[src/rtl/micro_pkg.sv]
// Shared definitions for the microprogram sequencer: uop bit positions, next-address
// control codes, fixed micro-addresses, the microword layout and the opcode dispatch map.
package micro_pkg;

    localparam int UADDR_W = 6;

    localparam int U_NOP1 = 0;
    localparam int U_ARPC = 1;
    localparam int U_PCIN = 2;
    localparam int U_RDRS = 3;
    localparam int U_ARRS = 4;
    localparam int U_ARRD = 5;
    localparam int U_RDPC = 6;
    localparam int U_PCRS = 7;
    localparam int U_NOP2 = 8;
    localparam int U_IRM  = 9;
    localparam int U_MRS  = 10;
    localparam int U_RDM  = 11;
    localparam int U_PLUS = 12;
    localparam int U_MINU = 13;
    localparam int U_RDIN = 14;
    localparam int U_OTRS = 15;

    typedef enum logic [1:0] {
        NCTL_NEXT = 2'b00,
        NCTL_JUMP = 2'b01,
        NCTL_MAP  = 2'b10,
        NCTL_WAIT = 2'b11
    } nctl_e;

    localparam logic [UADDR_W-1:0] UA_IDLE  = UADDR_W'(0);
    localparam logic [UADDR_W-1:0] UA_FETCH = UADDR_W'(1);
    localparam logic [UADDR_W-1:0] UA_ILL   = UADDR_W'(16);

    typedef struct packed {
        logic [15:0]        uop;
        nctl_e              nctl;
        logic [UADDR_W-1:0] naddr;
    } uword_t;

    function automatic logic [15:0] ubit(input int idx);
        return 16'h0001 << idx;
    endfunction

    function automatic uword_t mk_word(input logic [15:0] uop, input nctl_e nctl,
                                       input logic [UADDR_W-1:0] naddr);
        uword_t w;
        w.uop   = uop;
        w.nctl  = nctl;
        w.naddr = naddr;
        return w;
    endfunction

    function automatic logic op_illegal(input logic [3:0] op);
        return (op >= 4'hA) && (op <= 4'hE);
    endfunction

    function automatic logic [UADDR_W-1:0] op_map(input logic [3:0] op);
        logic [UADDR_W-1:0] ua;
        case (op)
            4'h0:    ua = UADDR_W'(4);
            4'h1:    ua = UADDR_W'(5);
            4'h2:    ua = UADDR_W'(6);
            4'h3:    ua = UADDR_W'(8);
            4'h4:    ua = UADDR_W'(10);
            4'h5:    ua = UADDR_W'(11);
            4'h6:    ua = UADDR_W'(12);
            4'h7:    ua = UADDR_W'(13);
            4'h8:    ua = UADDR_W'(14);
            4'h9:    ua = UADDR_W'(15);
            4'hF:    ua = UA_IDLE;
            default: ua = UA_ILL;
        endcase
        return ua;
    endfunction

endpackage

[src/rtl/ucode_rom.sv]
// Combinational control store: micro-address in, microword out.
// Unlisted addresses fall back to a harmless nop1 that jumps to idle.
module ucode_rom
    import micro_pkg::*;
#(
    parameter int UA_W = UADDR_W
) (
    input  logic [UA_W-1:0] addr,
    output uword_t          word
);

    always_comb begin
        word = mk_word(ubit(U_NOP1), NCTL_JUMP, UA_IDLE);
        case (int'(addr))
            0:  word = mk_word(ubit(U_NOP1), NCTL_WAIT, UA_IDLE);
            1:  word = mk_word(ubit(U_ARPC), NCTL_NEXT, UA_IDLE);
            2:  word = mk_word(ubit(U_IRM),  NCTL_NEXT, UA_IDLE);
            3:  word = mk_word(ubit(U_PCIN) | ubit(U_NOP2), NCTL_MAP, UA_IDLE);
            4:  word = mk_word(ubit(U_NOP2), NCTL_JUMP, UA_FETCH);
            5:  word = mk_word(ubit(U_RDRS), NCTL_JUMP, UA_FETCH);
            6:  word = mk_word(ubit(U_ARRS), NCTL_NEXT, UA_IDLE);
            7:  word = mk_word(ubit(U_RDM),  NCTL_JUMP, UA_FETCH);
            8:  word = mk_word(ubit(U_ARRD), NCTL_NEXT, UA_IDLE);
            9:  word = mk_word(ubit(U_MRS),  NCTL_JUMP, UA_FETCH);
            10: word = mk_word(ubit(U_PLUS), NCTL_JUMP, UA_FETCH);
            11: word = mk_word(ubit(U_MINU), NCTL_JUMP, UA_FETCH);
            12: word = mk_word(ubit(U_RDIN), NCTL_JUMP, UA_FETCH);
            13: word = mk_word(ubit(U_OTRS), NCTL_JUMP, UA_FETCH);
            14: word = mk_word(ubit(U_PCRS), NCTL_JUMP, UA_FETCH);
            15: word = mk_word(ubit(U_RDPC), NCTL_JUMP, UA_FETCH);
            16: word = mk_word(ubit(U_NOP2), NCTL_JUMP, UA_IDLE);
            default: ;
        endcase
    end

endmodule

[src/rtl/micro_seq.sv]
// Microprogram sequencer: micro-PC, stall/timeout tracking, sticky error flags and the
// next-address mux driven by the microword's nctl field.
module micro_seq
    import micro_pkg::*;
#(
    parameter int UA_W = UADDR_W,
    parameter int TMO  = 8
) (
    input  logic            clk,
    input  logic            rst,
    input  logic            start,
    input  logic [3:0]      ir_op,
    input  logic            mem_rdy,
    input  logic            in_vld,
    input  logic            out_rdy,
    output logic [15:0]     uop,
    output logic [UA_W-1:0] upc,
    output logic            busy,
    output logic            illegal,
    output logic            timeout
);

    localparam int             CNT_W    = (TMO > 1) ? $clog2(TMO + 1) : 1;
    localparam bit             TMO_EN   = (TMO > 0);
    localparam logic [CNT_W-1:0] TMO_LAST = CNT_W'((TMO > 0) ? TMO - 1 : 0);

    logic [UA_W-1:0]  upc_q, upc_d;
    logic [CNT_W-1:0] stall_cnt, stall_cnt_d;
    logic             illegal_q, illegal_d;
    logic             timeout_q, timeout_d;
    logic             stall;
    uword_t           uw;

    ucode_rom #(.UA_W(UA_W)) u_rom (
        .addr (upc_q),
        .word (uw)
    );

    // A handshake seen in the same cycle as its op completes it, so only ~ready stalls.
    assign stall = ((uw.uop[U_IRM] | uw.uop[U_RDM] | uw.uop[U_MRS]) & ~mem_rdy)
                 | (uw.uop[U_RDIN] & ~in_vld)
                 | (uw.uop[U_OTRS] & ~out_rdy);

    always_comb begin
        upc_d       = upc_q;
        stall_cnt_d = '0;
        illegal_d   = illegal_q;
        timeout_d   = timeout_q;
        if (stall) begin
            if (TMO_EN && (stall_cnt == TMO_LAST)) begin
                upc_d     = UA_W'(UA_IDLE);
                timeout_d = 1'b1;
            end else begin
                stall_cnt_d = stall_cnt + 1'b1;
            end
        end else begin
            case (uw.nctl)
                NCTL_NEXT: upc_d = upc_q + 1'b1;
                NCTL_JUMP: upc_d = UA_W'(uw.naddr);
                NCTL_MAP: begin
                    upc_d = UA_W'(op_map(ir_op));
                    if (op_illegal(ir_op))
                        illegal_d = 1'b1;
                end
                NCTL_WAIT: begin
                    // Only word 0 waits, so start is naturally ignored while busy.
                    if (start) begin
                        upc_d     = UA_W'(UA_FETCH);
                        illegal_d = 1'b0;
                        timeout_d = 1'b0;
                    end
                end
            endcase
        end
    end

    always_ff @(posedge clk) begin
        if (rst) begin
            upc_q     <= '0;
            stall_cnt <= '0;
            illegal_q <= 1'b0;
            timeout_q <= 1'b0;
        end else begin
            upc_q     <= upc_d;
            stall_cnt <= stall_cnt_d;
            illegal_q <= illegal_d;
            timeout_q <= timeout_d;
        end
    end

    assign uop     = uw.uop;
    assign upc     = upc_q;
    assign busy    = (upc_q != '0);
    assign illegal = illegal_q;
    assign timeout = timeout_q;

endmodule

[config.mk]
export PLATFORM = sky130hd
export DESIGN_NAME = micro_seq
export DESIGN_NICKNAME = d
export VERILOG_FILES = /design/src/rtl/micro_pkg.sv /design/src/rtl/ucode_rom.sv /design/src/rtl/micro_seq.sv
export SDC_FILE = /design/constraint.sdc
export NUM_CORES = 1
export LEC_CHECK = 0
export BUFFER_PORTS_ARGS = -buffer_cell sky130_fd_sc_hd__buf_2
export CORE_MARGIN = 2
export CORE_UTILIZATION = 40
export DETAILED_ROUTE_END_ITERATION = 16
export PLACE_DENSITY = 0.66
export SYNTH_ARGS = -nofsm -noshare
export SYNTH_HDL_FRONTEND = slang
export SYNTH_SLANG_ARGS = --single-unit
export TNS_END_PERCENT = 1
[constraint.sdc]
create_clock -name clk -period 3.33 [get_ports clk]
set_clock_uncertainty 0.2 [all_clocks]
set_input_delay 0.666 -clock clk [delete_from_list [all_inputs] [get_ports clk]]
set_output_delay 0.666 -clock clk [all_outputs]
set_load 0.02 [all_outputs]
==> summary.md, run 1 <==
| Metric | Value |
|---|---|
| Switching portion of total power | `between 20% and 30%` |
| Avg Inst Size Synth | `7.31 sq um` |
| Post-placement cell count | `191` |
| Row count | `18` |
| Class of the most critical hold timing path | `flop to flop` |
| Insertion delay to the later sink of the worst-skew pair | `0.29 ns` |
| GRT Residual Overflow | `0` |
| Post-layout power | `335 uW` |
| Final cycle utilization of the critical path | `87.4%` |
| Share of async-settable or async-resettable flops after synthesis | `0%` |
| Number of buffers inserted by port buffering | `34` |
| Share of the synthesized area in the top cell type | `24.3%` |
| Netlist area before placement | `987 sq um` |
| Total internal power | `~240 uW` |
| Placer's final routability congestion estimate | `0.880` |
| Critical path launch point type | `flop` |
| Max Root-Sink Buffers | `2` |
| Htree depth | `1` |
| Worst-Margin Slew | `approximately 0.67 ns` |
| Initial antenna violation count | `0` |
| Max_cap viols | `0` |
| Setup repair after global routing missed its margin | `no` |
| Fmax | `0.344 GHz` |
| Fraction of final layout cells sized beyond drive strength 1 | `29.7%` |
| Setup Slack @ Placement | `between 0.7 and 0.8 ns` |
| Vias | `approximately 1,100` |
| Count of warnings emitted by yosys | `0` |
| Worst-case vdd ir drop | `0.179 mV` |
| Synthesized netlist cell count | `135` |
| Combinational power share | `a little under a fifth` |
| Post-CTS setup buffers | `0` |
| Final number of max-transition violations | `0` |
| Clock buffer count from CTS | `3` |
| GRT Total Usage | `roughly a fifth` |
| Total of flip-flops plus latches after synthesis | `12` |
| Synth Flop Type | `sky130_fd_sc_hd__dfxtp_1` |
| Avg Vias per Cell | `5.65` |
| Cell breakdown of the critical path | `inv_1 -> ha_1 -> nor2_1 -> a221oi_1 -> a31oi_1 -> or2_2 -> buf_2` |
| Startpoint of the most critical setup path | `upc[0]` |
| CTS Root Cell | `sky130_fd_sc_hd__clkbuf_4` |
| Summed negative setup slack over all endpoints | `0 ns` |
| Clock tree from TritonCTS | `yes` |
| Initial drt markers | `38` |
| Post-cts sizing count | `0` |
| Wire length per cell | `between 10 and 15 um` |
| Capturing instance or port of the critical path | `uop[0]` |
| Clk pwr share | `between 30 and 40%` |
| Overall die height | `53.7 um` |
| Reported net switching power | `between 90 and 100 uW` |
| Worst path max stage delay | `0.39 ns` |
| Category of the most critical setup path | `flop to output pin` |
| End of the worst register-to-register path | `upc[2]` |
| Arrival @ worst endpoint | `2.05 ns` |
| Clock-pin slew on the worst setup and hold paths | `0.09 ns` |
| Static power due to leakage | `0.000543 uW` |
| Seq/Total Area, Yosys | `24.3%` |
| Area growth syn-to-layout | `20.8%` |
| Result of the run | `complete, no violations` |
| Initial core utilization | `41.0%` |
| Final setup violation count | `0` |
| Routed Wire Length | `2.63 mm` |
| Number of global-route vias before repair | `between 900 and 1,000` |
| Global-route wire length before repair | `4.16 mm` |
| Relative contribution of sequential cells to total power | `44.3%` |
| Cell with the largest stage delay on the worst path | `sky130_fd_sc_hd__dfxtp_1` |
| PnR worst setup slack | `0.419 ns` |
| Final core utilization | `roughly 49%` |
| Count of inserted antenna diode cells | `0` |
| Number of hold violations in the final report | `0` |
| # clock sinks | `12` |
| Number of buffers added to fix hold violations after cts | `0` |
| Power per Cell Area | `281 mW/mm^2` |
| Net count of the mapped netlist | `150` |
| Number of nets at the end of the flow | `181` |
| Die outline area | `0.00288 sq mm` |
| Element type at the critical path end | `output pin` |
| Cell count of the worst hold path | `2` |
| Detailed placer's ending HPWL | `between 1.5 and 2 mm` |
| Unique cell type count in the Yosys netlist | `43` |
| Number of top-level pins | `35` |
| Synth area leader | `sky130_fd_sc_hd__dfxtp_1` |
| Critical path peak fanout | `9` |
| Register-to-register setup slack | `0.66 ns` |
| Post-route insts no fill | `195` |
| Required time reported for the critical path endpoint | `2.46 ns` |
| Number of flops mapped to enable cells by yosys | `0` |
| Width of the die | `53.7 um` |
| Post-detailed-route DRC marker count | `0` |
| Antenna-violating nets left | `0` |
| Number of search-and-repair iterations in the first detailed-routing pass | `4` |
| Relative slew slack | `54.7%` |
| Floorplan Core Area | `roughly 0.0024 sq mm` |
| Biggest area contributors in the synthesized netlist | `sky130_fd_sc_hd__dfxtp_1 24%, sky130_fd_sc_hd__ha_1 6.3%, sky130_fd_sc_hd__nor2_1 5.7%` |
| FF-to-FF path depth | `8` |
| Time the final worst path needs with I/O delays and setup | `~2.9 ns` |
| R2r startpoint | `upc[0]` |
| Maximum number of pins on one net before global-route repair | `20` |
## routing by layer
layer	part of all wire, %	GRT usage (%)	wire length [um]
met5	0	0	0
met4	2.7	12.0	72
met3	6.1	3.06	160
met2	48	33.5	1250
met1	44	23.2	1150
## synth_stat cells (all sizes together), types with 4 or more instances
cell and count:
nand3 6, nor4 4, inv 8, nand2 10, o21ai 8, nor3 11
dfxtp 12, ha 5, a21oi 8, nor2 15, clkbuf 5
## worst min-delay path by stage
stage | start | to | slack [ns]
floorplan | stall_cnt[0] | stall_cnt[0] | 0.22
global placement | stall_cnt[0] | stall_cnt[0] | 0.23
detailed placement | illegal | illegal | 0.24
CTS | illegal | illegal | 0.26
global route | illegal | illegal | 0.28
finish | illegal | illegal | 0.25
## final cells by class
cell class	count	area, sq um
Sequential cell	12	240
Timing Repair Buffer	34	170
Fill cell	244	1220
Multi-Input combinational cell	107	678
Inverter	8	30.0
Clock buffer	4	36.3
Tap cell	30	37.5
## per-stage QoR
stage | hold slack, ns | area, sq um
final | 0.254 | 1190
after global placement | 0.234 | 1160
after floorplan | 0.217 | 987
after global routing | 0.282 | 1190
after CTS | 0.256 | 1190
after detailed placement | 0.245 | 1160
## layout by cell type, fill, tap and decap left out, types with 2 or more instances in the layout
cell type                  netlist  routed
sky130_fd_sc_hd__nand2_1        10      10
sky130_fd_sc_hd__o21ai_0         7       7
sky130_fd_sc_hd__xor2_1          3       3
sky130_fd_sc_hd__nand3_1         6       6
sky130_fd_sc_hd__nor3_1         11      11
sky130_fd_sc_hd__dfxtp_1        12      12
sky130_fd_sc_hd__or3_1           2       2
sky130_fd_sc_hd__nand2b_1        3       3
sky130_fd_sc_hd__or2_2           3       3
sky130_fd_sc_hd__a31oi_1         2       2
sky130_fd_sc_hd__inv_1           8       8
sky130_fd_sc_hd__a32o_1          2       2
sky130_fd_sc_hd__a211oi_1        2       2
sky130_fd_sc_hd__and3_1          2       2
sky130_fd_sc_hd__buf_2           1      34
sky130_fd_sc_hd__nor2_1         15      15
sky130_fd_sc_hd__clkbuf_4        0       3
sky130_fd_sc_hd__a21oi_1         7       7
sky130_fd_sc_hd__and2_1          3       3
sky130_fd_sc_hd__nor4_1          4       4
sky130_fd_sc_hd__ha_1            5       5
## power by group through the flow
stage,Sequential (uW),Clock [uW],Combinational (uW)
final,148,125,61.7
after global placement,152,0,60.1
after detailed placement,152,0,61.1
after floorplan,153,0,39.8
after CTS,148,126,61.7
after global routing,149,132,68.9
## registers in the layout (all words and copies together) (netlist names)
signal / count
upc: 6
timeout: 1
stall_cnt: 4
illegal: 1
## kinds of logic (layout without fill, tap and decap cells)
kind of cell,after synthesis,in the layout,share of synthesized area [%]
AND/OR/NAND/NOR,67,67,37.0
adder cells (fa/ha/maj),5,5,6.34
other,1,1,0.380
AO/OA/AOI/OAI,30,30,21.2
buffers and inverters,16,46,6.97
flip-flops,12,12,24.3
multiplexers,1,1,1.14
XOR/XNOR,3,3,2.66
## critical path: cells and delay by family (launching register included)
| family | cells | cell delay, ns |
|---|---|---|
| flip-flops | 1 | 0.39 |
| adder cells (fa/ha/maj) | 1 | 0.38 |
| AND/OR/NAND/NOR | 2 | 0.37 |
| AO/OA/AOI/OAI | 2 | 0.33 |
| buffers and inverters | 2 | 0.29 |
(Power assumes the default switching activity.)
==> inputs of run 2 (changes only) <==
--- a/config.mk
+++ b/config.mk
@@ -8,9 +8,11 @@
 export BUFFER_PORTS_ARGS = -buffer_cell sky130_fd_sc_hd__buf_2
 export CORE_MARGIN = 2
 export CORE_UTILIZATION = 40
+export CTS_BUF_LIST = sky130_fd_sc_hd__clkbuf_4
 export DETAILED_ROUTE_END_ITERATION = 16
-export PLACE_DENSITY = 0.66
+export PLACE_DENSITY = 0.65
 export SYNTH_ARGS = -nofsm -noshare
 export SYNTH_HDL_FRONTEND = slang
+export SYNTH_HIERARCHICAL = 1
 export SYNTH_SLANG_ARGS = --single-unit
 export TNS_END_PERCENT = 1
==> run 2 against run 1 <==
Hold slack improved by 0.011 ns; sequential share of layout area shrank 2.3 points; worst setup slack gained 0.11 ns; first-iteration DRC count stayed put; largest cell class unchanged.
==> summary.md, run 2 <==
| Metric | Value |
|---|---|
| Final cycle utilization of the critical path | `84.2% (-3.3 points)` |
| Most common cell after layout, fill and taps aside | `sky130_fd_sc_hd__buf_2` |
| GRT Residual Overflow | `0 (unchanged)` |
| Insertion delay to the later sink of the worst-skew pair | `0.27 ns (-0.02 ns)` |
| Count of inserted antenna diode cells | `0 (unchanged)` |
| Number of global-route vias before repair | `1,098 (+14%)` |
| Most used standard cells in the synthesized netlist | `23 x sky130_fd_sc_hd__nor2_1, 13 x sky130_fd_sc_hd__nand2_1, 12 x sky130_fd_sc_hd__dfxtp_1` |
| Total of flip-flops plus latches after synthesis | `12 (unchanged)` |
| Width of the die | `57.8 um (+7.6%)` |
| Final setup violation count | `0 (unchanged)` |
| Summed negative setup slack over all endpoints | `0 ns (unchanged)` |
| Post-placement cell count | `211 (+10%)` |
| Critical path peak fanout | `18 (+9)` |
| Worst hold margin | `0.266 ns (+0.0113 ns)` |
| Synthesized netlist cell count | `152 (+13%)` |
| Die outline area | `0.00334 sq mm (+16%)` |
| Max FFs per register | `6 (unchanged)` |
| Relative slew slack | `63.7% (+9.0 points)` |
| Max_cap viols | `0 (unchanged)` |
| Number of top-level pins | `35 (unchanged)` |
| Class of the most critical hold timing path | `flop to flop` |
| Fraction of final layout cells sized beyond drive strength 1 | `28.8% (-0.89 points)` |
| Wire length per cell | `13.2 um (-2.1%)` |
| Number of search-and-repair iterations in the first detailed-routing pass | `4 (unchanged)` |
| Number of buffers added to fix hold violations after cts | `0 (unchanged)` |
| Combinational power share | `67.7% (+49 points)` |
| Fmax | `0.357 GHz (+3.9%)` |
| Mux share of post-synthesis cell area | `1.84% (+0.70 points)` |
| Global-route wire length before repair | `4.82 mm (+16%)` |
| Synth Flop Type | `sky130_fd_sc_hd__dfxtp_1` |
| End point of the most critical hold path | `stall_cnt[0]` |
| Post-cts sizing count | `0 (unchanged)` |
| Avg Inst Size Synth | `7.61 sq um (+4.0%)` |
| Row count | `19 (+1)` |
| Clock-pin slew on the worst setup and hold paths | `0.08 ns (about the same)` |
| Avg Vias per Cell | `5.52 (-2.3%)` |
| Clk pwr share | `8.4% (-29 points)` |
| Top cell family by delay on the critical path | `simple AND/OR/NAND/NOR gates` |
| Post-route insts no fill | `215 (+10%)` |
| Most numerous cell in the Yosys netlist | `sky130_fd_sc_hd__nor2_1` |
| End of the worst register-to-register path | `upc[5]` |
| CTS Root Cell | `sky130_fd_sc_hd__clkbuf_4` |
| Routed Wire Length | `2.84 mm (+7.9%)` |
| Register-to-register setup slack | `0.71 ns (+0.05 ns)` |
| Adder-Cell Fraction of Synth Area | `3.25% (-3.1 points)` |
| Required time reported for the critical path endpoint | `2.46 ns (about the same)` |
| Result of the run | `complete, no violations` |
| Placer's final routability congestion estimate | `0.854 (-2.9%)` |
| Switching portion of total power | `52.6% (+23 points)` |
| Overall die height | `57.8 um (+7.6%)` |
| Reported net switching power | `584 uW (+490%)` |
| Clock buffer count from CTS | `3 (unchanged)` |
| Clock tree from TritonCTS | `yes` |
| Commonest cells after routing, fill and taps aside | `34 x sky130_fd_sc_hd__buf_2, 23 x sky130_fd_sc_hd__nor2_1, 13 x sky130_fd_sc_hd__nand2_1` |
| FILL cells | `284 (+16%)` |
| Arrival @ worst endpoint | `1.94 ns (-0.11 ns)` |
| Number of nets at the end of the flow | `198 (+9.4%)` |
| Power per Cell Area | `824 mW/mm^2 (+190%)` |
| Number of flops mapped to enable cells by yosys | `0 (unchanged)` |
| Number of buffers inserted by port buffering | `34 (unchanged)` |
| Cell breakdown of the critical path | `or4b_4 -> nor2_1 -> buf_2` |
| Total internal power | `526 uW (+120%)` |
| Synthesized-area fraction occupied by ao, oa, aoi and oai cells | `26.9% (+5.8 points)` |
| FF-to-FF path depth | `7 (-1)` |
| Number of hold violations in the final report | `0 (unchanged)` |
| Worst path max stage delay | `0.67 ns (+0.28 ns)` |
| Worst-case vdd ir drop | `0.411 mV (+130%)` |
| Netlist area before placement | `0.00116 sq mm (+17%)` |
| Vias | `1,187 (+7.7%)` |
| Detailed placer's ending HPWL | `2.19 mm (+11%)` |
| Simple-gate portion of the synthesized area | `34.1% (-2.9 points)` |
| Initial core utilization | `41.9% (+0.96 points)` |
| Worst-Margin Slew | `0.544 ns (-0.130 ns)` |
| Maximum number of pins on one net before global-route repair | `19 (-5.0%)` |
| Hold Path Origin | `stall_cnt[0]` |
| Seq/Total Area, Yosys | `20.8% (-3.6 points)` |
| Share of async-settable or async-resettable flops after synthesis | `0% (unchanged)` |
| Static power due to leakage | `0.000600 uW (+11%)` |
| Floorplan Core Area | `0.00276 sq mm (+14%)` |
| GRT Total Usage | `18.3% (-1.5 points)` |
| Htree depth | `1 (unchanged)` |
| Max Root-Sink Buffers | `2 (unchanged)` |
| Biggest area contributors in the synthesized netlist | `sky130_fd_sc_hd__dfxtp_1 21%, sky130_fd_sc_hd__nor2_1 7.5%, sky130_fd_sc_hd__buf_4 4.5%` |
| Antenna-violating nets left | `0 (unchanged)` |
| Final number of max-transition violations | `0 (unchanged)` |
| Post-CTS setup buffers | `0 (unchanged)` |
| Category of the most critical setup path | `flop to output pin` |
| Post-detailed-route DRC marker count | `0 (unchanged)` |
| Combinational family with the most area after synthesis | `simple AND/OR/NAND/NOR gates` |
| Unique cell type count in the Yosys netlist | `54 (+26%)` |
| Time the final worst path needs with I/O delays and setup | `2.80 ns (-0.108 ns)` |
| Element type at the critical path end | `output pin` |
| Area growth syn-to-layout | `16.6%` |
| Critical path launch point type | `flop` |
| Relative contribution of sequential cells to total power | `23.9% (-20 points)` |
| Count of warnings emitted by yosys | `6 (+6)` |
| # clock sinks | `12 (unchanged)` |
| R2r startpoint | `upc[3]` |
| Cell count of the worst hold path | `1 (-1)` |
| Initial antenna violation count | `0 (unchanged)` |
| Number of buffers and inverters on the critical path | `1 (-1)` |
| Initial drt markers | `38 (unchanged)` |
| Cell with the largest stage delay on the worst path | `sky130_fd_sc_hd__dfxtp_1` |
| Synth area leader | `sky130_fd_sc_hd__dfxtp_1` |
| XOR/XNOR share of the synthesized area | `3.79% (+1.1 points)` |
| Share of the synthesized area in the top cell type | `20.8% (-3.6 points)` |
| Setup repair after global routing missed its margin | `no` |
-- run 2: cell types whose count changed after synthesis, moves of 3 or more --
cell                       delta
sky130_fd_sc_hd__and2_1       -3
sky130_fd_sc_hd__buf_2        +4
sky130_fd_sc_hd__buf_4        +7
sky130_fd_sc_hd__clkbuf_1     -4
sky130_fd_sc_hd__nand2_1      +3
sky130_fd_sc_hd__nor2_1       +8
sky130_fd_sc_hd__nor3_1       -8
sky130_fd_sc_hd__xnor2_1      +3
-- run 2: how the worst max path moves through the flow --
stage / start / endpoint / slack [ns] / depth (start not counted)
2_1_floorplan: upc[2] / upc[5] / 0.49 / 8
3_3_place_gp: upc[3] / upc[5] / 0.80 / 7
3_5_place_dp: upc[2] / upc[5] / 0.75 / 7
4_1_cts: upc[3] / uop[10] / 0.56 / 3
5_1_grt: upc[2] / uop[11] / 0.42 / 3
6_report: upc[3] / uop[10] / 0.53 / 3
-- run 2: cells by family after synthesis --
logic type,count (synthesis)
AND/OR/NAND/NOR,70
adder cells (fa/ha/maj),3
AO/OA/AOI/OAI,40
buffers and inverters,19
flip-flops,12
XOR/XNOR,5
multiplexers,2
other,1
-- run 2: metrics by stage --
stage	instance area, sq um	total power [uW]	setup WS [ns]	utilization, %
final	1350	1110	0.527	48.9
after global routing	1350	1200	0.419	48.9
after CTS	1350	1110	0.556	48.9
after detailed placement	1320	1020	0.754	47.9
after global placement	1320	1000	0.804	47.9
after floorplan	1170	832	0.487	-
-- run 2: final cells by class --
cell class | count | area [sq um] | area share [%]
Tap cell | 31 | 38.8 | 2.88
Timing Repair Buffer | 37 | 193 | 14.3
Clock inverter | 1 | 3.75 | 0.279
Multi-Input combinational cell | 125 | 827 | 61.4
Inverter | 6 | 22.5 | 1.67
Sequential cell | 12 | 240 | 17.8
Clock buffer | 3 | 22.5 | 1.67
-- run 2: power groups by stage --
stage / clock [uW] / sequential (uW) / combinational [uW]
3_5_place_dp: 0 / 267 / 749
4_1_cts: 94.4 / 263 / 753
6_report: 93.4 / 265 / 752
2_1_floorplan: 0 / 252 / 579
5_1_grt: 105 / 279 / 816
3_3_place_gp: 0 / 264 / 741
-- run 2: per-layer routing --
metal / vias to the layer above / share of wire, % / track usage (%)
met5: - / 0 / 0
met4: 0 / 0 / 5.98
met3: 0 / 6.4 / 1.34
met2: 40 / 49 / 32.8
met1: 534 / 45 / 23.1
li1: 613 / - / -
==> inputs of run 3 (changes only) <==
--- a/config.mk
+++ b/config.mk
@@ -5,12 +5,13 @@
 export SDC_FILE = /design/constraint.sdc
 export NUM_CORES = 1
 export LEC_CHECK = 0
+export ABC_AREA = 1
 export BUFFER_PORTS_ARGS = -buffer_cell sky130_fd_sc_hd__buf_2
 export CORE_MARGIN = 2
 export CORE_UTILIZATION = 40
 export CTS_BUF_LIST = sky130_fd_sc_hd__clkbuf_4
 export DETAILED_ROUTE_END_ITERATION = 16
-export PLACE_DENSITY = 0.65
+export PLACE_DENSITY = 0.63
 export SYNTH_ARGS = -nofsm -noshare
 export SYNTH_HDL_FRONTEND = slang
 export SYNTH_HIERARCHICAL = 1
==> constraint.sdc (replaced) <==
create_clock -name clk -period 2.6 [get_ports clk]
set_clock_uncertainty 0.2 [all_clocks]
set_input_delay 0.52 -clock clk [delete_from_list [all_inputs] [get_ports clk]]
set_output_delay 0.52 -clock clk [all_outputs]
set_load 0.02 [all_outputs]
==> run 3 against run 2 <==
Worst setup slack got worse by 0.31 ns; highest routed layer is now met4; via count up 30%; die area is 15% higher; routed wire length increased by 14%; count of clock-buffer cells in the layout is the same; sequential cell count unchanged; hold slack lost 0.014 ns; register-to-register slack lost 0.38 ns.
==> summary.md, run 3 <==
| Metric | Value |
|---|---|
| Max Root-Sink Buffers | `2 (unchanged)` |
| Number of top-level pins | `35 (unchanged)` |
| Setup repair after global routing missed its margin | `no` |
| Class of the most critical hold timing path | `flop to flop` |
| Fraction of final layout cells sized beyond drive strength 1 | `25.4% (-3.4 points)` |
| Clock buffer count from CTS | `3 (unchanged)` |
| Netlist area before placement | `0.00135 sq mm (+17%)` |
| Area growth syn-to-layout | `19.1%` |
| Global-route wire length before repair | `5.44 mm (+13%)` |
| Total of flip-flops plus latches after synthesis | `12 (unchanged)` |
| Post-placement cell count | `322 (+53%)` |
| Result of the run | `complete, no violations` |
| CTS Root Cell | `sky130_fd_sc_hd__clkbuf_4` |
| Arrival @ worst endpoint | `1.66 ns (-0.28 ns)` |
| Max FFs per register | `6 (unchanged)` |
| Floorplan Core Area | `0.00328 sq mm (+19%)` |
| Avg Vias per Cell | `4.72 (-14%)` |
| Critical path launch point type | `flop` |
| Number of flops mapped to enable cells by yosys | `0 (unchanged)` |
| Synth Flop Type | `sky130_fd_sc_hd__dfxtp_1` |
| Count of warnings emitted by yosys | `6 (unchanged)` |
| Antenna-violating nets left | `0 (unchanged)` |
| # clock sinks | `12 (unchanged)` |
| Share of the synthesized area in the top cell type | `17.8% (-3.0 points)` |
| Final number of max-transition violations | `0 (unchanged)` |
| Htree depth | `1 (unchanged)` |
| Required time reported for the critical path endpoint | `1.88 ns (-0.58 ns)` |
| Post-route insts no fill | `326 (+52%)` |
| Static power due to leakage | `0.000995 uW (+66%)` |
| Max_cap viols | `0 (unchanged)` |
| Row count | `21 (+2)` |
| Width of the die | `62.1 um (+7.5%)` |
| GRT Total Usage | `18.6% (+0.35 points)` |
| Vias | `1,539 (+30%)` |
| Count of inserted antenna diode cells | `0 (unchanged)` |
| Post-detailed-route DRC marker count | `0 (unchanged)` |
| Initial drt markers | `110 (+190%)` |
| Initial core utilization | `41.1% (-0.86 points)` |
| Power per Cell Area | `1060 mW/mm^2 (+28%)` |
| Detailed placer's ending HPWL | `2.61 mm (+19%)` |
| FILL cells | `361 (+27%)` |
| Number of buffers inserted by port buffering | `34 (unchanged)` |
| Element type at the critical path end | `output pin` |
| Biggest area contributors in the synthesized netlist | `sky130_fd_sc_hd__dfxtp_1 18%, sky130_fd_sc_hd__nand2_1 15%, sky130_fd_sc_hd__nand3_1 14%` |
| Number of search-and-repair iterations in the first detailed-routing pass | `4 (unchanged)` |
| Worst-case vdd ir drop | `0.364 mV (-11%)` |
| Initial antenna violation count | `0 (unchanged)` |
| Unique cell type count in the Yosys netlist | `25 (-54%)` |
| Category of the most critical setup path | `flop to output pin` |
| Summed negative setup slack over all endpoints | `0 ns (unchanged)` |
| Most used standard cells in the synthesized netlist | `54 x sky130_fd_sc_hd__nand2_1, 41 x sky130_fd_sc_hd__inv_1, 38 x sky130_fd_sc_hd__nand3_1` |
| Wire length per cell | `9.94 um (-25%)` |
| Number of hold violations in the final report | `0 (unchanged)` |
| Synthesized netlist cell count | `240 (+58%)` |
| Final setup violation count | `0 (unchanged)` |
| Final cycle utilization of the critical path | `91.7%` |
| Most common cell after layout, fill and taps aside | `sky130_fd_sc_hd__nand2_1` |
| Clock-pin slew on the worst setup and hold paths | `0.08 ns (about the same)` |
| Avg Inst Size Synth | `5.62 sq um (-26%)` |
| Placer's final routability congestion estimate | `0.849 (-0.55%)` |
| Die outline area | `0.00385 sq mm (+15%)` |
| Most numerous cell in the Yosys netlist | `sky130_fd_sc_hd__nand2_1` |
| Critical path peak fanout | `9 (-9)` |
| Share of async-settable or async-resettable flops after synthesis | `0% (unchanged)` |
| Seq/Total Area, Yosys | `17.8% (-3.0 points)` |
| Commonest cells after routing, fill and taps aside | `54 x sky130_fd_sc_hd__nand2_1, 41 x sky130_fd_sc_hd__inv_1, 38 x sky130_fd_sc_hd__nand3_1` |
| Routed Wire Length | `3.24 mm (+14%)` |
| Insertion delay to the later sink of the worst-skew pair | `0.27 ns (about the same)` |
| Time the final worst path needs with I/O delays and setup | `2.38 ns` |
| GRT Residual Overflow | `0 (unchanged)` |
| Overall die height | `62.1 um (+7.5%)` |
| Fmax | `0.419 GHz` |
| Number of nets at the end of the flow | `295 (+49%)` |
| Maximum number of pins on one net before global-route repair | `12 (-7)` |
| Synth area leader | `sky130_fd_sc_hd__dfxtp_1` |
| Number of global-route vias before repair | `1,298 (+18%)` |
| Clock tree from TritonCTS | `yes` |
run 3: changes by cell type after synthesis, sizes merged, moves of 3 or more:
cell,delta
nand2,+48
inv,+42
nand3,+36
nor2,+17
buf,-5
nor4,-4
a211oi,-3
a311oi,-3
nand4,+3
o211ai,-3
xnor2,-3
run 3: cells by family (layout without fill, tap and decap cells):
family | after synthesis | count (layout) | synth area share, %
XOR/XNOR | 1 | 1 | 0.649
other | 1 | 5 | 0.278
flip-flops | 12 | 12 | 17.8
AO/OA/AOI/OAI | 16 | 16 | 7.42
AND/OR/NAND/NOR | 152 | 152 | 53.7
buffers and inverters | 55 | 91 | 17.3
adder cells (fa/ha/maj) | 3 | 3 | 2.78
run 3: area by class of cell:
type | instances | area (sq um) | share of cell area (%)
Multi-Input combinational cell | 177 | 890 | 55.4
Inverter | 48 | 180 | 11.2
Sequential cell | 12 | 241 | 15.0
Tap cell | 46 | 57.6 | 3.58
Timing Repair Buffer | 40 | 215 | 13.4
Clock buffer | 3 | 22.5 | 1.40
run 3: path summary, 6_finish.rpt:
path | from | end | slack (ns) | cells after the start
setup / recovery | upc[4] | uop[0] | 0.22 | 8
hold / removal | stall_cnt[0] | stall_cnt[0] | 0.25 | 1
setup reg to reg | upc[4] | upc[1] | 0.33 | 14
hold reg to reg | stall_cnt[0] | stall_cnt[0] | 0.25 | 1
run 3: what timing repair did:
item / in CTS / in global routing
setup buffers: 0 / 1
hold buffers: 0 / 0
resized for setup: 0 / 1
setup endpoints to repair: 0 / 9
run 3: worst max-delay path: stages (launching register included):
cell and delay (ns):
sky130_fd_sc_hd__dfxtp_1 0.38, sky130_fd_sc_hd__nor2_2 0.29, sky130_fd_sc_hd__buf_4 0.20, sky130_fd_sc_hd__nand3_1 0.10
sky130_fd_sc_hd__nand2_1 0.11, sky130_fd_sc_hd__nor2_1 0.06, sky130_fd_sc_hd__nand2_1 0.06, sky130_fd_sc_hd__nor2_1 0.03
sky130_fd_sc_hd__buf_2 0.15
run 3: where the power goes:
group | leakage [uW] | switching (uW) | internal [uW]
registers | 0.0000985 | 68.8 | 226
logic | 0.000883 | 833 | 453
clock network | 0.0000138 | 61.9 | 53.6
total | 0.000995 | 964 | 733
run 3: per-stage QoR:
stage / worst slack (ns) / hold slack, ns / cell area (sq um) / power, uW / util, %
finish: 0.216 / 0.252 / 1610 / 1700 / 48.9
global route: 0.0276 / 0.267 / 1610 / 1890 / 48.9
CTS: 0.138 / 0.257 / 1600 / 1680 / 48.6
detailed placement: 0.168 / 0.244 / 1580 / 1550 / 48.0
global placement: 0.184 / 0.233 / 1580 / 1550 / 48.0
floorplan: 0.200 / 0.218 / 1360 / 1250 / -
run 3: per-layer routing:
layer	vias to the layer above	routed length [um]	track usage, %
met5	-	0	0
met2	40	1620	32.4
li1	818	-	-
met4	0	37	6.38
met3	6	140	3.93
met1	675	1440	22.6
